$ cat config.mk
export PLATFORM = sky130hd
export DESIGN_NAME = reg_dump
export DESIGN_NICKNAME = d
export VERILOG_FILES = /design/src/rtl/reg_dump.sv
export SDC_FILE = /design/constraint.sdc
export NUM_CORES = 1
export LEC_CHECK = 0
export ABC_AREA = 1
export BUFFER_PORTS_ARGS = -buffer_cell sky130_fd_sc_hd__clkbuf_2
export CAP_MARGIN = 20
export CORE_ASPECT_RATIO = 1.5
export CORE_UTILIZATION = 30
export CTS_CLUSTER_DIAMETER = 30
export DETAILED_ROUTE_END_ITERATION = 16
export GPL_ROUTABILITY_DRIVEN = 0
export HOLD_SLACK_MARGIN = 0.02
export SYNTH_ARGS = -nofsm -noshare
export SYNTH_HDL_FRONTEND = slang
export SYNTH_SLANG_ARGS = --single-unit
$ cat constraint.sdc
create_clock -name clk -period 2.3 [get_ports clk]
set_input_delay 0.23 -clock clk [delete_from_list [all_inputs] [get_ports clk]]
set_output_delay 0.23 -clock clk [all_outputs]
set_load 0.05 [all_outputs]
$ cat src/rtl/reg_dump.sv
// reg_dump: debug read-out engine for the register file.
//
// On a start pulse it walks registers 0..REG_NUM-1 through one regfile read
// port and emits each one as an {addr,data} beat on a valid/ready stream.
// While busy=1 the read port belongs to this block.
//
// Ports
//   clk, rst            clock, synchronous active-high reset
//   start, abort        begin a dump (ignored unless idle) / cancel a dump
//   re, raddr, rdata    regfile read port (rdata is combinational)
//   dout_valid/ready    beat handshake to the debug link
//   dout_addr/data/last beat payload; last marks register REG_NUM-1
//   busy                dump in progress
//   done                one-cycle pulse after the last beat is accepted
module reg_dump #(
  parameter int DATA_W  = 32,
  parameter int ADDR_W  = 5,
  parameter int REG_NUM = 32
) (
  input  logic              clk,
  input  logic              rst,
  input  logic              start,
  input  logic              abort,
  output logic              re,
  output logic [ADDR_W-1:0] raddr,
  input  logic [DATA_W-1:0] rdata,
  output logic              dout_valid,
  input  logic              dout_ready,
  output logic [ADDR_W-1:0] dout_addr,
  output logic [DATA_W-1:0] dout_data,
  output logic              dout_last,
  output logic              busy,
  output logic              done
);

  typedef enum logic [1:0] {
    IDLE = 2'd0,
    READ = 2'd1,
    SEND = 2'd2,
    DONE = 2'd3
  } state_t;

  localparam logic [ADDR_W-1:0] LAST_IDX = ADDR_W'(REG_NUM - 1);

  state_t            state_reg, state_next;
  logic [ADDR_W-1:0] idx_reg, idx_next;
  logic              handshake;
  logic              at_last;

  assign handshake = dout_valid & dout_ready;
  assign at_last   = (idx_reg == LAST_IDX);

  // Read port and status flags are pure decodes of the state.
  assign re    = (state_reg == READ);
  assign raddr = re ? idx_reg : '0;
  assign busy  = (state_reg == READ) || (state_reg == SEND);
  assign done  = (state_reg == DONE);

  always_ff @(posedge clk) begin
    if (rst) begin
      state_reg <= IDLE;
      idx_reg   <= '0;
    end else begin
      state_reg <= state_next;
      idx_reg   <= idx_next;
    end
  end

  always_comb begin
    state_next = state_reg;
    idx_next   = idx_reg;
    case (state_reg)
      IDLE: begin
        if (start) begin
          state_next = READ;
          idx_next   = '0;
        end
      end
      READ: begin
        if (abort) begin
          state_next = IDLE;
          idx_next   = '0;
        end else begin
          state_next = SEND;
        end
      end
      SEND: begin
        // Abort takes priority over a handshake in the same cycle.
        if (abort) begin
          state_next = IDLE;
          idx_next   = '0;
        end else if (handshake) begin
          if (at_last) begin
            state_next = DONE;
          end else begin
            state_next = READ;
            idx_next   = idx_reg + ADDR_W'(1);
          end
        end
      end
      DONE: begin
        state_next = IDLE;
        idx_next   = '0;
      end
      default: begin
        state_next = IDLE;
        idx_next   = '0;
      end
    endcase
  end

  // Beat register: loaded from the read port at the end of READ, held
  // through SEND until accepted or aborted. last is cleared together with
  // valid so it never shows outside an active beat.
  always_ff @(posedge clk) begin
    if (rst) begin
      dout_valid <= 1'b0;
      dout_addr  <= '0;
      dout_data  <= '0;
      dout_last  <= 1'b0;
    end else begin
      if (state_reg == READ && !abort) begin
        dout_valid <= 1'b1;
        dout_addr  <= idx_reg;
        dout_data  <= rdata;
        dout_last  <= at_last;
      end else if (state_reg == SEND && (abort || handshake)) begin
        dout_valid <= 1'b0;
        dout_last  <= 1'b0;
      end
    end
  end

endmodule

Word level (Yosys, flattened, before mapping) --
Index checks and enable logic that the tools add are counted.
Operators by class: $add $sub $neg 1, muxes and demuxes 16, reductions and logical operators 9, bitwise gates (word level) 1, equal/unequal tests 8
Operators with widths (count):
- 5-bit 2-to-1 mux | 6
- 5-bit case mux with 4 select lines | 1
- 2-bit 2-to-1 mux | 5
- 2-bit case mux with 4 select lines | 1
- 3-bit inequality test (second input constant) | 2
- 5-bit by 1-bit adder with 5-bit output (second input constant) | 1
- 5-bit == test (second input constant) | 1
- 2-bit == test (second input constant) | 2
- 2-bit inequality test (second input constant) | 2
- 4-bit AND reduction | 1
- 1-bit 2-to-1 mux | 3
- 2-bit by 1-bit == test with 1-bit output (second input constant) | 1
- 1-bit logical AND | 2
- 2-bit zero test | 1
- 1-bit logical OR | 2
- 2-bit AND reduction | 1
- 2-bit nonzero test | 1
- 1-bit bitwise AND | 1
- 1-bit zero test | 1
Storage, ports and cells: input bits 37, register bits 46

Depth between registers and ports, before layout --
Gate-level depths: netlist (run 1).
depth after elaboration 5, gate-level depth with buffers 10, mapped depth without buffers 10

Worst setup path before layout (run 1) --
Ideal clock, no wire load.
path type flip-flop to output port, start point register state_reg[1], end point output port raddr[0], arrival time 1.413 ns, slack 0.657 ns, path buffers 0, cell stages (with the launch flop) 5, data required time 2.070 ns, cell sequence dfxtp_1 > inv_1 > ha_1 > nand2_1 > inv_1
Between the ends: cells in the longest elaborated chain, start to end 2
RTL lines:
- start: declaration | line 45 | state_t state_reg, state_next;
- start signal: assignment | line 64 | state_reg <= state_next;
- 2-bit by 1-bit == test with 1-bit output | line 54 | assign re = (state_reg == READ);
- named net re | line 24 | output logic re,
- 5-bit 2-to-1 mux | line 55 | assign raddr = re ? idx_reg : '0;
- end: declaration | line 25 | output logic [ADDR_W-1:0] raddr,
The timed path passes the listed nets, and every way through them passes these cells.

Worst setup path in the final report (run 1) --
start point register state_reg[1], end point register dout_addr[2]
Between the ends: cells in the longest elaborated chain, start to end 2
RTL lines:
- 2-bit by 1-bit == test with 1-bit output | line 122 | if (state_reg == READ && !abort) begin
- 1-bit logical AND | line 122
- end signal: assignment | line 124 | dout_addr <= idx_reg;
- end: declaration | line 29 | output logic [ADDR_W-1:0] dout_addr,
Every way passes these cells. A chain may end at the register's enable or synchronous reset.

==> qor.yml, run 1 <==
clockBufferDepth: 2
worstPathCellList: "inv_1 -> ha_1 -> nand2_4 -> clkinv_2 -> nor2_1 -> a211oi_1"
routed_wirelength_um: 4503
wl_per_cell_um: 11.26
cts.sinks: 46
period_minus_slack_ns: 1.876
firstDrtPassIters: 4
via_per_inst: 4.448
worst_slew_pin_slew_ns: 0.5028
synth_area_per_cell_um2: 7.604
worst_ep_required_time_ns: 2.46
dieHeight_um: 98.71
setup_viol: 0
synth_most_common_cell: "nor2_1"
ant_nets: 0
postCtsSetupBuffers: 0
synthTopCellsByCount: "nor2_1, dfxtp_1, nand2_1"
async_flop_share_pct: 0
drive_above_1_share_pct: 30.79
swShare_pct: 34.92
clk_latency_ns: 0.29
total_power_mw: 2.006
drt_iter0_drc: 61
initial_core_util_pct: 31.63
grt_max_degree: 40
seqPwrFrac_pct: 45.2
synth_top_cell_by_area: "dfxtp_1"
r2r_slack_ns: 0.42
fillCellCount: 643
clockRootBuffer: "clkbuf_8"
crit_slowest_cell: "clkinv_2"
maxCapViolCount: 0
synth-main-ff-cell: "dfxtp_1"
area_delta_synth_final_pct: 29.56
place_ws_ns: 0.4170
status: "complete, no violations"
grt_use_total_pct: 14.95
hold_viol: 0
tns_ns: 0
critPathArrivalTime_ns: 2.04
setup_ws_ns: 0.4235
rsz0062_at_grt: "false"
grt_pass1_wl_um: 7562
cts_tree: "yes"
fmax_mhz: 532.9
combPwrFrac_pct: 26.7
antenna_found_initial: 0
synth.distinct_cells: 20
finClkSkew_ns: 0.007770
path_buf_inv: 2
core_area_um2: 5913
clk_pin_slew_ns: 0.08
internal_power_mw: 1.305
num_rows: 34
hpwl_um: 3323
io_pins: 84
syn-instance-count: 246
fin_nets: 370
dieArea_um2: 6561
htreeDepth: 2
cts-resized-gates: 0
ir_drop_mv: 0.2587
slew_violations: 0
yosysTopAreaCellShare_pct: 49.23
grt_pass1_vias: 1683
powerDensity_nw_per_um2: 827.5
synth_edf_count: 0
p_sw_mw: 0.7003
overflow: 0
diodes: 0
netlist_top_cells_area: "dfxtp_1, nor2_1, o21ai_1, nand2_1, o21ai_0"
slew_headroom_pct: 66.44
holdCritPathClass: "in2reg"
die_w_um: 66.47
yosysWarnings: 0
vias: 1779
pwr-share-clk_pct: 28.1
synth_nets: 289
synth_area_um2: 1871
p_leak_nw: 1.205
largest_register_ffs: 32
drc: 0
period_share_pct: 81.59
numCtsBuffers: 5
synth-seq-cells: 46
critPathLaunchType: "register"
holdBufCountCts: 0
cp-end-kind: "register"
cpPeakStageDelay_ns: 0.45
portBuffers: 83
yosysSeqAreaShare_pct: 49.23
cp_top_family: "buffers and inverters"
critPathMaxFanout: 39
timing_worst_setup_path_type: "reg2reg"
kinds of logic (layout without fill, tap and decap cells):
| kind of cell | after synthesis | count (layout) | synth area share [%] |
|---|---|---|---|
| AOI/OAI and AO/OA | 45 | 45 | 12.31 |
| adders and majority gates | 6 | 6 | 4.013 |
| buffers and inverters | 27 | 109 | 7.625 |
| DFF | 46 | 46 | 49.23 |
| and+or+nand+nor | 122 | 122 | 26.82 |
worst reg2reg max path: stages, from the launching register on:
cell and delay, ns:
dfxtp_1 0.39, inv_1 0.09, ha_1 0.30, nand2_4 0.22
clkinv_2 0.45, nor2_1 0.24, a211oi_1 0.06
cell type report:
class                           instances  area [um^2]  share of cell area, %
Sequential cell                        46        920.9                  38.00
Tap cell                               72        90.09                  3.717
Clock buffer                            8        110.1                  4.543
Multi-Input combinational cell        173        807.0                  33.30
Inverter                               15        57.56                  2.375
Timing Repair Buffer                   86        437.9                  18.07
cells in the final DEF, fill, tap and decap left out, types with 2 or more instances in the layout:
cell / Yosys / layout
a211oi_1: 2 / 2
a21oi_1: 5 / 5
buf_4: 0 / 3
clkbuf_2: 0 / 83
clkbuf_8: 0 / 8
dfxtp_1: 46 / 46
ha_1: 6 / 6
inv_1: 13 / 13
nand2_1: 26 / 26
nand2_2: 3 / 3
nand3_1: 5 / 5
nor2_1: 84 / 84
o21ai_0: 18 / 18
o21ai_1: 20 / 20
power groups by stage:
stage               clock network (mW)  registers [mW]  logic, mW
floorplan                            0            1.12      0.221
global placement                     0           0.924      0.537
detailed placement                   0           0.926      0.541
CTS                              0.590           0.907      0.542
global route                     0.616           0.916      0.588
finish                           0.564           0.906      0.535
final timing paths:
kind	start	end	cells after the start
worst max-delay path	state_reg[1]	dout_addr[2]	6
worst min-delay path	rdata[20]	dout_data[20]	3
worst max register to register	state_reg[1]	dout_addr[2]	6
worst min register to register	dout_last	dout_last	2
per-layer routing:
layer,global-route usage [%],share of wire (%),vias to the layer above
met2,26.92,52,44
met3,2.894,3.9,12
met1,15.81,42,786
met4,8.020,2.3,0
met5,0,0,-
li1,-,-,937
per-stage QoR:
step                hold WS [ns]  cells  instance area [um^2]  utilization [%]
floorplan                 0.2991    246                  1871                -
global placement          0.4511    392                  2313            39.12
detailed placement        0.4590    392                  2313            39.12
CTS                       0.1628    400                  2424            40.99
global route              0.1679    400                  2424            40.99
finish                    0.1704    400                  2424            40.99
Note: power is estimated with default switching activity, not from simulation.
==> run 2: changes to the inputs <==
Clock period 2.3 ns to 1.7 ns, I/O delays scaled along.
==> qor.yml, run 2 (synthesized netlist as in run 1, its figures left out) <==
status: "complete, no violations"
cts_tree: "yes"
via_per_inst: 4.424
placed_cells: 395
vias: 1783
clk_latency_ns: 0.29
fin_area_um2: 2460
maxCapViolCount: 0
area_delta_synth_final_pct: 31.51
htreeDepth: 2
holdBufCountCts: 0
period_share_pct: 94.14
final_cell_mix: "nor2_1, clkbuf_2, dfxtp_1, nand2_1, o21ai_1"
clockRootBuffer: "clkbuf_8"
cpPeakStageDelay_ns: 0.39
critPathLaunchType: "register"
grt_pass1_vias: 1663
clk_pin_slew_ns: 0.09
placed_area_um2: 2336
finClkSkew_ns: 0.004188
post-route-util_pct: 41.60
initial_core_util_pct: 31.63
critPathMaxFanout: 6
dieHeight_um: 98.71
num_rows: 34
p_leak_nw: 1.222
place_ws_ns: 0.1412
whs_ns: 0.1061
final_common_cell: "nor2_1"
drc: 0
die_w_um: 66.47
core_area_um2: 5913
grt_max_degree: 28
antenna_found_initial: 0
slew_headroom_pct: 71.13
numCtsBuffers: 5
ant_nets: 0
largest_register_ffs: 32
timing_worst_setup_path_type: "reg2out"
period_minus_slack_ns: 1.600
clockBufferDepth: 2
dieArea_um2: 6561
overflow: 0
firstDrtPassIters: 5
drt_iter0_drc: 83
worst_slew_pin_slew_ns: 0.4326
hold_viol: 0
cts-resized-gates: 0
fin_cells: 403
worstPathCellList: "inv_1 -> ha_2 -> buf_4 -> nand2_1 -> inv_1 -> clkbuf_4"
fillCellCount: 639
routed_wirelength_um: 4595
setup_viol: 0
holdCritPathClass: "in2reg"
fin_nets: 373
setup_ws_ns: 0.09969
tns_ns: 0
drive_above_1_share_pct: 31.72
grt_pass1_wl_um: 7417
portBuffers: 83
cp_common_cell: "inv_1"
total_power_mw: 2.768
postCtsSetupBuffers: 0
slew_violations: 0
hpwl_um: 3368
fmax_mhz: 624.9
worst_ep_required_time_ns: 1.53
grt_use_total_pct: 14.63
ir_drop_mv: 0.5381
cts.sinks: 46
io_pins: 84
crit_slowest_cell: "dfxtp_1"
wl_per_cell_um: 11.40
critPathArrivalTime_ns: 1.43
cp-end-kind: "output pin"
diodes: 0
powerDensity_nw_per_um2: 1125
run 2: layout make-up:
type | count | area (um^2) | share of cell area (%)
flip-flops and latches | 46 | 920.9 | 37.44
multi-input cells | 173 | 809.5 | 32.91
inverters | 15 | 57.56 | 2.340
clock inverters | 3 | 40.04 | 1.628
repair buffers | 89 | 473.0 | 19.23
clock buffers | 5 | 68.82 | 2.798
well taps | 72 | 90.09 | 3.662
run 2: metal layers:
layer | global-route usage, % | wire length [um]
met3 | 2.199 | 142
met2 | 27.55 | 2509
met4 | 6.056 | 43
met5 | 0 | 0
met1 | 15.55 | 1899
run 2: worst paths after layout:
| path | to | depth (start not counted) | from | slack, ns |
|---|---|---|---|---|
| max reg2reg | idx_reg[0] | 10 | idx_reg[0] | 0.16 |
| max | raddr[4] | 6 | state_reg[1] | 0.1 |
| min reg2reg | dout_last | 2 | dout_last | 0.47 |
| min | dout_data[31] | 3 | rdata[31] | 0.11 |
run 2: power by group:
part | internal, mW | switching [mW]
sequential | 1.17 | 0.0562
combinational | 0.197 | 0.541
clock | 0.433 | 0.371
total | 1.80 | 0.968
run 2: critical path, delay by kind of cell (launching register included):
| family | cells | cell delay, ns |
|---|---|---|
| adder cells (fa/ha/maj) | 1 | 0.20 |
| buffers and inverters | 4 | 0.48 |
| flip-flops | 1 | 0.39 |
| AND/OR/NAND/NOR | 1 | 0.06 |
